File: config.mk
export PLATFORM = sky130hd
export DESIGN_NAME = fp8_mul_operand_sequencer_flat
export DESIGN_NICKNAME = d
export VERILOG_FILES = /design/src/rtl/fp8_mul_operand_sequencer_if.sv /design/src/rtl/fp8_mul_operand_sequencer.sv /design/src/flat_wrapper.sv
export SDC_FILE = /design/constraint.sdc
export NUM_CORES = 1
export LEC_CHECK = 0
export ABC_AREA = 1
export BUFFER_PORTS_ARGS = -buffer_cell sky130_fd_sc_hd__buf_4
export CORE_MARGIN = 5
export CORE_UTILIZATION = 61
export DETAILED_ROUTE_END_ITERATION = 6
export HOLD_SLACK_MARGIN = 0.12
export PLACE_DENSITY = 0.85
export SKIP_LAST_GASP = 1
export SLEW_MARGIN = 20
export SYNTH_ARGS = -nofsm -noshare
export SYNTH_HDL_FRONTEND = slang
export SYNTH_SLANG_ARGS = --single-unit
File: constraint.sdc
create_clock -name clk -period 3.04 [get_ports clk]
set_input_delay 0.304 -clock clk [delete_from_list [all_inputs] [get_ports clk]]
set_output_delay 0.304 -clock clk [all_outputs]
set_load 0.05 [all_outputs]
File: src/rtl/fp8_mul_operand_sequencer_if.sv
// Operand/product bus for the FP8 multiplier sequencer.
// master = producer/consumer side (also hosts the combinational multiplier),
// slave  = sequencer side.
interface fp8_mul_operand_sequencer_if #(
    parameter int DEPTH = 4
);
    localparam int CNT_W = $clog2(DEPTH) + 1;

    logic [7:0]       in_data;
    logic             in_valid;
    logic             in_ready;
    logic             pair_abort;
    logic [7:0]       mul_a;
    logic [7:0]       mul_b;
    logic [7:0]       mul_result;
    logic [7:0]       out_data;
    logic             out_valid;
    logic             out_ready;
    logic [CNT_W-1:0] count;
    logic             busy;

    modport master (
        output in_data, in_valid, pair_abort, mul_result, out_ready,
        input  in_ready, mul_a, mul_b, out_data, out_valid, count, busy
    );

    modport slave (
        input  in_data, in_valid, pair_abort, mul_result, out_ready,
        output in_ready, mul_a, mul_b, out_data, out_valid, count, busy
    );
endinterface

File: src/rtl/fp8_mul_operand_sequencer.sv
// Collects A/B operand bytes from one stream, queues complete pairs, presents
// the head pair to an external combinational FP8 multiplier and registers the
// product into a valid/ready output stage.
//
// state  | meaning
// LOAD_A | waiting for operand A byte
// LOAD_B | A held in a_hold, waiting for operand B byte
module fp8_mul_operand_sequencer #(
    parameter int DEPTH = 4
) (
    input logic                        clk,
    input logic                        rst,
    fp8_mul_operand_sequencer_if.slave bus
);
    localparam int PTR_W = $clog2(DEPTH);
    localparam int CNT_W = PTR_W + 1;
    localparam logic [CNT_W-1:0] FULL = CNT_W'(DEPTH);

    typedef enum logic {
        LOAD_A = 1'b0,
        LOAD_B = 1'b1
    } state_t;

    state_t           state_q;
    state_t           state_d;
    logic [7:0]       a_hold;
    logic [15:0]      mem [DEPTH];
    logic [PTR_W-1:0] wr_ptr;
    logic [PTR_W-1:0] rd_ptr;
    logic [CNT_W-1:0] count_q;
    logic [7:0]       out_data_q;
    logic             out_valid_q;
    logic             in_ready_c;
    logic             accept;
    logic             a_load;
    logic             push;
    logic             pop;
    logic [15:0]      head;

    // Input acceptance and pair-assembly next state; abort wins over any byte.
    always_comb begin
        in_ready_c = !rst && !bus.pair_abort && (count_q != FULL);
        accept     = bus.in_valid && in_ready_c;
        state_d    = state_q;
        a_load     = 1'b0;
        push       = 1'b0;
        if (bus.pair_abort) begin
            state_d = LOAD_A;
        end else if (accept) begin
            case (state_q)
                LOAD_A: begin
                    a_load  = 1'b1;
                    state_d = LOAD_B;
                end
                LOAD_B: begin
                    push    = 1'b1;
                    state_d = LOAD_A;
                end
                default: state_d = LOAD_A;
            endcase
        end
    end

    // Pair FSM state and the held A operand.
    always_ff @(posedge clk or posedge rst) begin
        if (rst) begin
            state_q <= LOAD_A;
            a_hold  <= '0;
        end else begin
            state_q <= state_d;
            if (bus.pair_abort) begin
                a_hold <= '0;
            end else if (a_load) begin
                a_hold <= bus.in_data;
            end
        end
    end

    // Pair storage; contents are don't-care until counted, so no reset needed.
    always_ff @(posedge clk) begin
        if (push) begin
            mem[wr_ptr] <= {a_hold, bus.in_data};
        end
    end

    assign pop  = (count_q != '0) && (!out_valid_q || bus.out_ready);
    assign head = mem[rd_ptr];

    // FIFO pointers and occupancy; simultaneous push and pop leave count unchanged.
    always_ff @(posedge clk or posedge rst) begin
        if (rst) begin
            wr_ptr  <= '0;
            rd_ptr  <= '0;
            count_q <= '0;
        end else begin
            if (push) begin
                wr_ptr <= wr_ptr + PTR_W'(1);
            end
            if (pop) begin
                rd_ptr <= rd_ptr + PTR_W'(1);
            end
            count_q <= count_q + CNT_W'(push) - CNT_W'(pop);
        end
    end

    // Output register: capture the product of the head pair when the stage is free.
    always_ff @(posedge clk or posedge rst) begin
        if (rst) begin
            out_data_q  <= '0;
            out_valid_q <= 1'b0;
        end else if (pop) begin
            out_data_q  <= bus.mul_result;
            out_valid_q <= 1'b1;
        end else if (out_valid_q && bus.out_ready) begin
            out_valid_q <= 1'b0;
        end
    end

    assign bus.in_ready  = in_ready_c;
    assign bus.mul_a     = (count_q != '0) ? head[15:8] : 8'h00;
    assign bus.mul_b     = (count_q != '0) ? head[7:0]  : 8'h00;
    assign bus.out_data  = out_data_q;
    assign bus.out_valid = out_valid_q;
    assign bus.count     = count_q;
    assign bus.busy      = (count_q != '0) || out_valid_q || (state_q == LOAD_B);
endmodule

File: src/flat_wrapper.sv
// flat-port wrapper written by rule: the top's interface ports become plain ports
module fp8_mul_operand_sequencer_flat 
#(
    parameter int DEPTH = 4
)
  (clk, rst, bus_in_data, bus_in_valid, bus_pair_abort, bus_mul_result, bus_out_ready, bus_in_ready, bus_mul_a, bus_mul_b, bus_out_data, bus_out_valid, bus_count, bus_busy);
  fp8_mul_operand_sequencer_if #(.DEPTH(DEPTH)) bus_i ();
  input logic clk;
  input logic rst;
  input wire logic [$bits(bus_i.in_data)-1:0] bus_in_data;
  input wire logic [$bits(bus_i.in_valid)-1:0] bus_in_valid;
  input wire logic [$bits(bus_i.pair_abort)-1:0] bus_pair_abort;
  input wire logic [$bits(bus_i.mul_result)-1:0] bus_mul_result;
  input wire logic [$bits(bus_i.out_ready)-1:0] bus_out_ready;
  output wire logic [$bits(bus_i.in_ready)-1:0] bus_in_ready;
  output wire logic [$bits(bus_i.mul_a)-1:0] bus_mul_a;
  output wire logic [$bits(bus_i.mul_b)-1:0] bus_mul_b;
  output wire logic [$bits(bus_i.out_data)-1:0] bus_out_data;
  output wire logic [$bits(bus_i.out_valid)-1:0] bus_out_valid;
  output wire logic [$bits(bus_i.count)-1:0] bus_count;
  output wire logic [$bits(bus_i.busy)-1:0] bus_busy;
  assign bus_i.in_data = bus_in_data;
  assign bus_i.in_valid = bus_in_valid;
  assign bus_i.pair_abort = bus_pair_abort;
  assign bus_i.mul_result = bus_mul_result;
  assign bus_i.out_ready = bus_out_ready;
  assign bus_in_ready = bus_i.in_ready;
  assign bus_mul_a = bus_i.mul_a;
  assign bus_mul_b = bus_i.mul_b;
  assign bus_out_data = bus_i.out_data;
  assign bus_out_valid = bus_i.out_valid;
  assign bus_count = bus_i.count;
  assign bus_busy = bus_i.busy;
  fp8_mul_operand_sequencer #(.DEPTH(DEPTH)) u_core (.clk(clk), .rst(rst), .bus(bus_i));
endmodule
==> impl_summary.txt <==
----------------------------------------------------
[Run status]
  Run status ... complete, no violations

[Run]
  Max-cap violations ... 0

[STA]
  Post-route fraction of the period consumed by the critical path ... 0.821
  Actual slew at the worst max-slew pin ... 837 ps
  Setup violation total in the final timing report ... 0
  Worst slew slack as a fraction of its limit ... 0.442
  Unrepaired setup endpoints after global routing ... false
  Post-route clock skew ... 5.59 ps
  Highest attainable clock frequency ... 401 MHz
  Pins Over Slew Limit ... 0
  Period minus WS final ... 2500 ps
  Final Hold Violating Endpoints ... 0
  Final total negative setup slack ... 0 ps

[Clock network]
  CTS tree ... yes
  Number of buffers created by CTS ... 9
  Clock root buffer master ... sky130_fd_sc_hd__clkbuf_8
  Number of levels in the clock H-tree ... 3
  Number of buffers inserted by post-CTS setup repair ... 0
  Later-pin clock latency in the skew report ... 350 ps
  Clock Sinks ... 89
  Max Root-Sink Buffers ... 2
  Clock-pin slew of the registers on the worst-case setup and hold paths ... 80 ps

[Power]
  Clock network fraction of design power ... 0.186
  Cell area power density ... 1060 nW/um^2
  VDD IR max ... 0.000894 V
  Share of total power consumed by net switching ... 0.457
  Proportion of power drawn by combinational gates ... 0.466
  Relative contribution of sequential cells to total power ... 0.348
  Internal portion of total power ... 2.53 mW
  NetSw ... 2.13 mW
  Leak Pwr ... 1.85 nW

[Logic synthesis]
  Top flip-flop cell by instance count after synthesis ... sky130_fd_sc_hd__edfxtp_1
  Synth top area share ... 0.516
  Largest cells by area after synthesis ... sky130_fd_sc_hd__edfxtp_1, sky130_fd_sc_hd__dfrtp_1, sky130_fd_sc_hd__nor2_1
  Warning count from the yosys run ... 0
  Syn Nets ... 349
  Post-synthesis instance area ... 3730 um^2
  Proportion of register bits with asynchronous set or reset after synthesis ... 0.281
  Most numerous cell in the Yosys netlist ... sky130_fd_sc_hd__nor2_1
  Number of synthesized register bits ... 89
  Synth Area per Inst ... 11.6 um^2
  Number of synthesized flops with an enable pin ... 64
  Post-Synthesis Cells ... 321
  Largest area contributor in the synthesized netlist ... sky130_fd_sc_hd__edfxtp_1
  Register area share after synthesis ... 0.684
  Post-synthesis cell type count ... 25
  Leading cell types by count after synthesis ... sky130_fd_sc_hd__nor2_1, sky130_fd_sc_hd__edfxtp_1, sky130_fd_sc_hd__nand2_1

[Die]
  Starting Density ... 0.629
  Std cell rows ... 28
  Die extent in x ... 88.2 um
  Overall die area ... 7770 um^2
  Core region area ... 5920 um^2
  Ports placed on the boundary ... 51
  Die span in y ... 88.2 um

[Worst hold path]
  Type of the tightest min-delay check ... input port to flip-flop

[Setup path]
  Data arrival time of the critical path ... 2190 ps
  Crit-path max FO ... 19
  Category of the most critical setup path ... flip-flop to primary output
  Critical path launch point type ... flip-flop
  Worst Path Required ... 2740 ps
  Setup crit end kind ... primary output

[Cells and area]
  Fraction of final layout cells sized beyond drive strength 1 ... 0.242
  Post-layout nets ... 408
  P&R area growth vs syn ... 17.7%
  Fill cells ... 375
  Ant diodes ... 0
  Fin area ... 4390 um^2

[Detailed routing]
  1st-iter DRT viols ... 150
  Mean number of vias per cell ... 5.63
  DRC viols ... 0
  Final antenna-violating net count ... 0
  Average wire per standard cell ... 16.7 um
  Final wirelength ... 7700 um
  First-pass DRT Iterations ... 4
  Routed via count ... 2,590

[Global route]
  Largest net degree at the start of global routing ... 35
  Vias in the first global route ... 2,665
  GRT Resource Usage Total ... 0.218
  Number of antenna violations at the first check in global routing ... 0
  Sum of overflow across all layers after global routing ... 0
  Wire length of the first global-routing pass ... 12,500 um

[Place]
  DPL Wire Length ... 5010 um
  Port buffer count ... 50
  Final estimated routing congestion in global placement ... 0.741
  DP Area ... 4150 um^2

----------------------------------------------------
worst paths after layout:
path,startpoint,endpoint,slack [ps],depth (start not counted)
min in group asynchronous,rst,u_core.bus.out_data[5],570,4
worst min-delay path,bus_mul_result[0],u_core.bus.out_data[0],140,3
worst max register to register,u_core.bus.count[1],u_core.bus.count[2],770,10
worst min register to register,u_core.bus.out_data[2],u_core.bus.out_data[2],490,2
worst max-delay path,u_core.rd_ptr[0],bus_mul_a[7],540,6
max in group asynchronous,rst,u_core.a_hold[6],2210,4
cells by family (layout without fill, tap and decap cells):
| family | count (synthesis) | in the layout | synth area share |
|---|---|---|---|
| xor+xnor | 3 | 3 | 0.00907 |
| buf+inv | 33 | 97 | 0.0531 |
| simple gates | 139 | 139 | 0.157 |
| flops | 89 | 89 | 0.684 |
| compound gates | 50 | 50 | 0.0712 |
| fa+ha+maj | 7 | 7 | 0.0255 |
flip-flops by register name (all words and copies together), names as in the netlist:
| name | count |
|---|---|
| u_core.a_hold | 8 |
| u_core.bus.count | 3 |
| u_core.bus.out_data | 8 |
| u_core.bus.out_valid | 1 |
| u_core.mem | 64 |
| u_core.rd_ptr | 2 |
| u_core.state_q | 1 |
| u_core.wr_ptr | 2 |
power by group through the flow:
stage                     clock (mW)  combinational, mW  sequential, mW
after floorplan                    0               1.49            1.79
after CTS                      0.871               2.19            1.62
after global placement             0               2.12            1.64
after detailed placement           0               2.18            1.64
final                          0.870               2.17            1.62
after global routing           0.926               2.32            1.64
metrics by stage:
step	std cells	util	hold slack, ps	setup WS, ps	power [mW]
after floorplan	321	-	347	795	3.28
after global placement	443	0.701	390	900	3.76
after detailed placement	443	0.701	396	797	3.82
after CTS	460	0.741	138	556	4.69
after global routing	460	0.741	148	365	4.89
final	460	0.741	142	543	4.67
cell type report:
cell class | count | area, um^2 | share of cell area
sequential | 89 | 2550 | 0.581
multi-input combinational | 199 | 981 | 0.224
timing repair buffer | 61 | 460 | 0.105
clock buffer | 12 | 176 | 0.0402
tap | 75 | 93.8 | 0.0214
inverter | 20 | 80.1 | 0.0183
clock inverter | 4 | 46.3 | 0.0106
metal layers:
metal,wire length (um),global-route usage,part of all wire
met4,230,0.0934,0.030
met5,0,0,0
met2,3770,0.365,0.49
met1,3140,0.267,0.41
met3,563,0.0593,0.073
worst max-delay path, cell delays in order, from the launching register on:
cell and delay, ps:
sky130_fd_sc_hd__dfrtp_1 820, sky130_fd_sc_hd__buf_4 340, sky130_fd_sc_hd__nor2_1 70, sky130_fd_sc_hd__nor2_1 110
sky130_fd_sc_hd__o21ai_0 110, sky130_fd_sc_hd__a21oi_1 150, sky130_fd_sc_hd__buf_4 220
what timing repair did:
item | 4_1_cts | 5_1_grt
hold endpoints to repair | 25 | 0
gates resized for setup | 0 | 0
hold buffers | 1 | 0
cells in the final DEF (no fill, tap or decap):
master                          instances
sky130_fd_sc_hd__a21oi_4                1
sky130_fd_sc_hd__clkbuf_16              1
sky130_fd_sc_hd__clkbuf_8              11
sky130_fd_sc_hd__inv_1                 12
sky130_fd_sc_hd__o21ai_2                1
sky130_fd_sc_hd__nand2_2                3
sky130_fd_sc_hd__nand2_1               45
sky130_fd_sc_hd__xnor2_1                2
sky130_fd_sc_hd__a21oi_1               16
sky130_fd_sc_hd__nand4_2                2
sky130_fd_sc_hd__nand3_1               10
sky130_fd_sc_hd__bufinv_16              1
sky130_fd_sc_hd__dlygate4sd3_1          1
sky130_fd_sc_hd__buf_4                 60
sky130_fd_sc_hd__edfxtp_1              64
sky130_fd_sc_hd__nand4_1                8
sky130_fd_sc_hd__o21ai_1                9
sky130_fd_sc_hd__xor2_2                 1
sky130_fd_sc_hd__ha_1                   6
sky130_fd_sc_hd__inv_2                  6
sky130_fd_sc_hd__clkinv_2               2
sky130_fd_sc_hd__nor2_4                 1
sky130_fd_sc_hd__nor2_1                70
sky130_fd_sc_hd__fa_1                   1
sky130_fd_sc_hd__o21ai_0               23
sky130_fd_sc_hd__dfrtp_1               25
sky130_fd_sc_hd__inv_4                  3
Power figures use the tool's default switching activity.
